## src/rtl/wb_arbiter_pkg.sv

```systemverilog
// Shared constants for the register-file write-back arbiter.
// Holds datapath widths and the requester index assignment.
package wb_arbiter_pkg;
    localparam int XLEN     = 32;
    localparam int AW       = 5;
    localparam int NUM_REGS = 32;
    localparam int REQ_ALU  = 0;
    localparam int REQ_LSU  = 1;
endpackage

```

## src/rtl/rr_arb2.sv

```systemverilog
// Two-way round-robin arbiter with a combinational grant.
// The pointer remembers the last winner and moves only when a grant is issued.
module rr_arb2 (
    input  logic       clk,
    input  logic       rst,
    input  logic [1:0] req,
    output logic [1:0] gnt
);
    import wb_arbiter_pkg::*;

    // last_q = 1 when LSU won most recently; reset value makes LSU win the first tie
    logic last_q;
    logic last_d;

    always_comb begin
        gnt = 2'b00;
        if (rst) begin
            if (req == 2'b11) begin
                if (last_q) begin
                    gnt[REQ_ALU] = 1'b1;
                end else begin
                    gnt[REQ_LSU] = 1'b1;
                end
            end else begin
                gnt = req;
            end
        end
    end

    always_comb begin
        last_d = last_q;
        if (gnt[REQ_LSU]) begin
            last_d = 1'b1;
        end else if (gnt[REQ_ALU]) begin
            last_d = 1'b0;
        end
    end

    always_ff @(posedge clk or negedge rst) begin
        if (!rst) begin
            last_q <= 1'b0;
        end else begin
            last_q <= last_d;
        end
    end
endmodule

```

## src/rtl/wb_arbiter.sv

```systemverilog
// Write-back arbiter: merges ALU and LSU results onto the register-file write port
// and tracks registers with outstanding writes for operand hazard checks.
module wb_arbiter #(
    parameter int XLEN = wb_arbiter_pkg::XLEN,
    parameter int AW   = wb_arbiter_pkg::AW
) (
    input  logic            clk,
    input  logic            rst,
    input  logic            alu_valid,
    input  logic [AW-1:0]   alu_addr,
    input  logic [XLEN-1:0] alu_data,
    output logic            alu_ready,
    input  logic            lsu_valid,
    input  logic [AW-1:0]   lsu_addr,
    input  logic [XLEN-1:0] lsu_data,
    output logic            lsu_ready,
    input  logic            iss_valid,
    input  logic [AW-1:0]   iss_addr,
    input  logic [AW-1:0]   rs1_addr,
    input  logic [AW-1:0]   rs2_addr,
    output logic            rs1_busy,
    output logic            rs2_busy,
    output logic            rd_we,
    output logic [AW-1:0]   rd_addr,
    output logic [XLEN-1:0] rd_wdata
);
    import wb_arbiter_pkg::*;

    logic [1:0]          req;
    logic [1:0]          gnt;
    logic                xfer;
    logic [AW-1:0]       sel_addr;
    logic [XLEN-1:0]     sel_data;
    logic [NUM_REGS-1:0] busy_q, busy_d;
    logic                rd_we_q, rd_we_d;
    logic [AW-1:0]       rd_addr_q, rd_addr_d;
    logic [XLEN-1:0]     rd_wdata_q, rd_wdata_d;

    always_comb begin
        req          = 2'b00;
        req[REQ_ALU] = alu_valid;
        req[REQ_LSU] = lsu_valid;
    end

    rr_arb2 u_rr_arb2 (
        .clk (clk),
        .rst (rst),
        .req (req),
        .gnt (gnt)
    );

    assign alu_ready = gnt[REQ_ALU];
    assign lsu_ready = gnt[REQ_LSU];
    assign xfer      = |gnt;
    assign sel_addr  = gnt[REQ_LSU] ? lsu_addr : alu_addr;
    assign sel_data  = gnt[REQ_LSU] ? lsu_data : alu_data;

    // Hazard lookup reads the pre-edge scoreboard, so no bypass of this cycle's set/clear
    assign rs1_busy = busy_q[rs1_addr];
    assign rs2_busy = busy_q[rs2_addr];

    always_comb begin
        busy_d = busy_q;
        if (xfer) begin
            busy_d[sel_addr] = 1'b0;
        end
        if (iss_valid) begin
            busy_d[iss_addr] = 1'b1;
        end
        busy_d[0] = 1'b0;
    end

    always_comb begin
        rd_we_d    = xfer && (sel_addr != '0);
        rd_addr_d  = rd_addr_q;
        rd_wdata_d = rd_wdata_q;
        if (xfer) begin
            rd_addr_d  = sel_addr;
            rd_wdata_d = sel_data;
        end
    end

    always_ff @(posedge clk or negedge rst) begin
        if (!rst) begin
            busy_q     <= '0;
            rd_we_q    <= 1'b0;
            rd_addr_q  <= '0;
            rd_wdata_q <= '0;
        end else begin
            busy_q     <= busy_d;
            rd_we_q    <= rd_we_d;
            rd_addr_q  <= rd_addr_d;
            rd_wdata_q <= rd_wdata_d;
        end
    end

    assign rd_we    = rd_we_q;
    assign rd_addr  = rd_addr_q;
    assign rd_wdata = rd_wdata_q;
endmodule

```

## config.mk

```make
export PLATFORM = sky130hd
export DESIGN_NAME = wb_arbiter
export DESIGN_NICKNAME = d
export VERILOG_FILES = /design/src/rtl/wb_arbiter_pkg.sv /design/src/rtl/rr_arb2.sv /design/src/rtl/wb_arbiter.sv
export SDC_FILE = /design/constraint.sdc
export NUM_CORES = 1
export LEC_CHECK = 0
export BUFFER_PORTS_ARGS = -buffer_cell sky130_fd_sc_hd__buf_4
export CORE_MARGIN = 2
export CORE_UTILIZATION = 50
export DETAILED_ROUTE_END_ITERATION = 8
export HOLD_SLACK_MARGIN = 0.12
export PLACE_DENSITY_LB_ADDON = 0.25
export SLEW_MARGIN = 20
export SYNTH_ARGS = -nofsm -noshare
export SYNTH_HDL_FRONTEND = slang
export SYNTH_SLANG_ARGS = --single-unit
```

## constraint.sdc

```tcl
create_clock -name clk -period 1.9 [get_ports clk]
set_input_delay 0.095 -clock clk [delete_from_list [all_inputs] [get_ports clk]]
set_output_delay 0.095 -clock clk [all_outputs]
set_load 0.005 [all_outputs]
```

==> metrics <==
global-route wire length before repair=24010 um; switching share of power=0.3298; VDD IR max=0.6137 mV; # diodes=0; Max stage delay cell, worst path=mux4_2; combinational power share=0.319; sink count of the clock tree=70; placement row count=31; overall routed net length=about 15000 um; die boundary height=roughly 92 um; post-detailed-route wirelength per cell=roughly 21 um; Multi-input gate area=between 0.002 and 0.0025 mm^2; summed negative setup slack over all endpoints=-0.2397 ns; power density normalized to cell area=~760 mW/mm^2; Reg area=0.001752 mm^2; antenna violation net count after detailed routing=0; delay of the slowest cell on the worst path=between 0.4 and 0.5 ns; final setup violation count=3; utilization after layout=0.8047; latest clock arrival within the worst-skew pair=roughly 0.35 ns; cell area after synthesis=~0.0038 mm^2; synthesized net count=519; CP required=approximately 1.8 ns; DRC violation total after the first TritonRoute iteration=around 500; Sw Pwr=~1.5 mW; Die Area=0.008384 mm^2; estimated wirelength of the detail-placed design=8160 um; Hold Path Stages=3; Worst EP arrival=~2 ns; fraction of final layout cells sized beyond drive strength 1=0.2927; number of clock buffers inserted by TritonCTS=9; most frequently used flop master after synthesis=dfrtp_1; Vias per Instance=6.187; status=finished, violations left; Total GRT Usage=0.3661; worst setup skew after layout=around 0.0083 ns; final net count=between 700 and 800; Clock Power Share=0.224; DRC viols=0; Worst slew margin=0.4407; Register-to-Register Path Depth=5; r2r setup slk=roughly 0.02 ns; fraction of the yosys area taken by sequential cells=0.4569; cell accounting for the most synthesized area=dfrtp_1; WP depth=5; area overhead of the layout relative to synthesis=53.88%; iteration count of the initial detailed-routing pass=5; via count=4523; core outline area=between 0.007 and 0.008 mm^2; kind of end point of the critical path=primary output; Worst Path Max Fanout=3; type of the tightest min-delay check=primary input to flop; clock-pin slew reported for the worst setup and hold paths after clock tree synthesis=~0.070 ns; TritonCTS clock tree=yes; path type of the worst setup path=flop to primary output; count of input and output buffers=between 100 and 150; max-slew violation total from the final report=0; FMAX=~0.49 GHz; H-tree levels=3; total overflow reported by the global router=0; Setup crit start=busy_q[6]$_DFF_PN0_; Reg-to-Reg Start=u_rr_arb2.last_q$_DFFE_PN0N_; ports placed on the boundary=136; routability congestion estimate from global placement=between 0.8 and 0.9; MaxCap Viol Count=0; mean post-synth cell area=approximately 9.0 um^2; via count of the first global-routing pass=approximately 4700; CP cell instances=mux4_2 -> mux2i_1 -> nor3_1 -> or3_1 -> buf_4; flip-flop and latch count after synthesis=70; final hold violations=0; FILL cells=a little under 400; P_int=approximately 3.0 mW; CP bufs+invs=1; warning count from the yosys run=0; static power due to leakage=2.593 nW; synth unique cells=39; violations in the final reports=setup timing; Max Buffers Root-to-Sink=2; async set-reset flop share out of synthesis=1.000; number of antenna violations at the first check in global routing=0; starting density of the core=0.5230; unrepaired setup endpoints after global routing=yes; element type at the critical path start=flop; r2r endpoint=busy_q[30]$_DFF_PN0_; horizontal die dimension=between 90 and 100 um; pin count of the biggest net entering global routing=74; minimum setup slack in the final design=-0.1425 ns; cell types with the highest counts after synthesis=78 x nand2_1, 70 x dfrtp_1, 42 x nor2_1; cell types with the largest area share after synthesis=dfrtp_1 46%, nand2_1 7.6%, a31oi_1 6.4%; share of Yosys cell area claimed by the top area cell type=0.4569; most used standard cell by instance count after synthesis=nand2_1; share of power burned in registers=0.458; Mapped Cells=about 430; slew of the pin with the lowest slew margin=0.8156 ns; cell family with the largest share of critical-path delay=multiplexers; clock root buffer master=clkbuf_8; final period utilization=1.075; number of enable-type register cells in the synthesized netlist=0; timing endpoint of the critical path=rs2_busy; clock period minus final worst setup slack=about 2.0 ns
==> power groups by stage <==
| stage | clock, mW | combinational, mW | sequential (mW) |
|---|---|---|---|
| floorplan | 0 | 0.645 | 1.98 |
| global placement | 0 | 1.14 | 2.02 |
| detailed placement | 0 | 1.18 | 2.05 |
| CTS | 0.986 | 1.33 | 2.02 |
| global route | 1.07 | 1.54 | 2.08 |
| finish | 1.00 | 1.43 | 2.05 |
==> layout make-up <==
class / count / area share
clock buffer: 13 / 0.02354
clock inverter: 2 / 0.001697
inverter: 6 / 0.004242
multi-input combinational: 322 / 0.3400
sequential: 70 / 0.2969
tap: 99 / 0.02100
timing repair buffer: 219 / 0.3126
==> logic make-up after synthesis <==
family / count (synthesis) / synth area share
AO/OA/AOI/OAI: 129 / 0.2105
buffers and inverters: 33 / 0.04014
flip-flops: 70 / 0.4569
multiplexers: 29 / 0.09758
AND/OR/NAND/NOR: 164 / 0.1948
==> through the flow <==
| stage | hold slack, ns | instance area, um^2 | instances | power, mW | setup slack [ns] |
|---|---|---|---|---|---|
| 2_1_floorplan | -0.2006 | 3834 | 425 | 2.620 | 0.2783 |
| 3_3_place_gp | -0.04037 | 4906 | 639 | 3.163 | 0.2119 |
| 3_5_place_dp | -0.03796 | 4906 | 639 | 3.231 | 0.09571 |
| 4_1_cts | 0.1297 | 5821 | 731 | 4.334 | -0.1276 |
| 5_1_grt | 0.1485 | 5899 | 731 | 4.691 | -0.1965 |
| 6_report | 0.1338 | 5899 | 731 | 4.483 | -0.1425 |
==> cells in the final DEF (no fill, tap or decap), drive strengths merged <==
cell type and instances:
a2111oi 2, a21oi 8, a22oi 4, a311oi 4
a31oi 39, and2 1, buf 144, clkbuf 13
clkinv 2, dfrtp 70, dlygate4sd3 75, inv 6
mux2 1, mux2i 22, mux4 6, nand2 79
nand2b 2, nand3 9, nand3b 5, nand4 2
nor2 42, nor2b 6, nor3 4, nor3b 2
nor4 1, nor4b 4, o21a 1, o21ai 40
o31ai 31, or2 1, or3 3, or3b 3
==> sequential cells by signal (all words and copies together) (netlist names) <==
name	flops
rd_addr	5
rd_we	1
busy_q	31
u_rr_arb2.last_q	1
rd_wdata	32
==> worst register-to-register path, stage by stage, from the launching register on <==
cell,delay [ns]
dfrtp_1,0.42
and2_1,0.29
nor4b_2,0.37
o21ai_2,0.21
o31ai_1,0.32
o21ai_1,0.14
==> per-layer routing <==
metal  vias up  routed length [um]  GRT usage
li1       1962                   -          -
met1      2165                5497     0.4383
met2       323                7498     0.6183
met3        73                1426     0.1004
met4         0                 635     0.1553
met5         -                   0          0
==> worst min path at each step <==
stage | to | slack [ns] | start
floorplan | busy_q[10]$_DFF_PN0_ | -0.20 | rst
CTS | busy_q[4]$_DFF_PN0_ | 0.13 | iss_addr[3]
detailed placement | u_rr_arb2.last_q$_DFFE_PN0N_ | -0.04 | rst
global placement | rd_addr[0]$_DFFE_PN0N_ | -0.04 | rst
global route | busy_q[1]$_DFF_PN0_ | 0.15 | iss_addr[2]
finish | busy_q[4]$_DFF_PN0_ | 0.13 | iss_addr[3]
==> timing repair <==
item,in CTS,in global routing
setup endpoints to repair,2,15
hold buffers,75,0
buffers inserted,2,0
resized for setup,0,15
endpoints found under the hold margin,44,0
pin swaps,4,3
(Power assumes the default switching activity.)
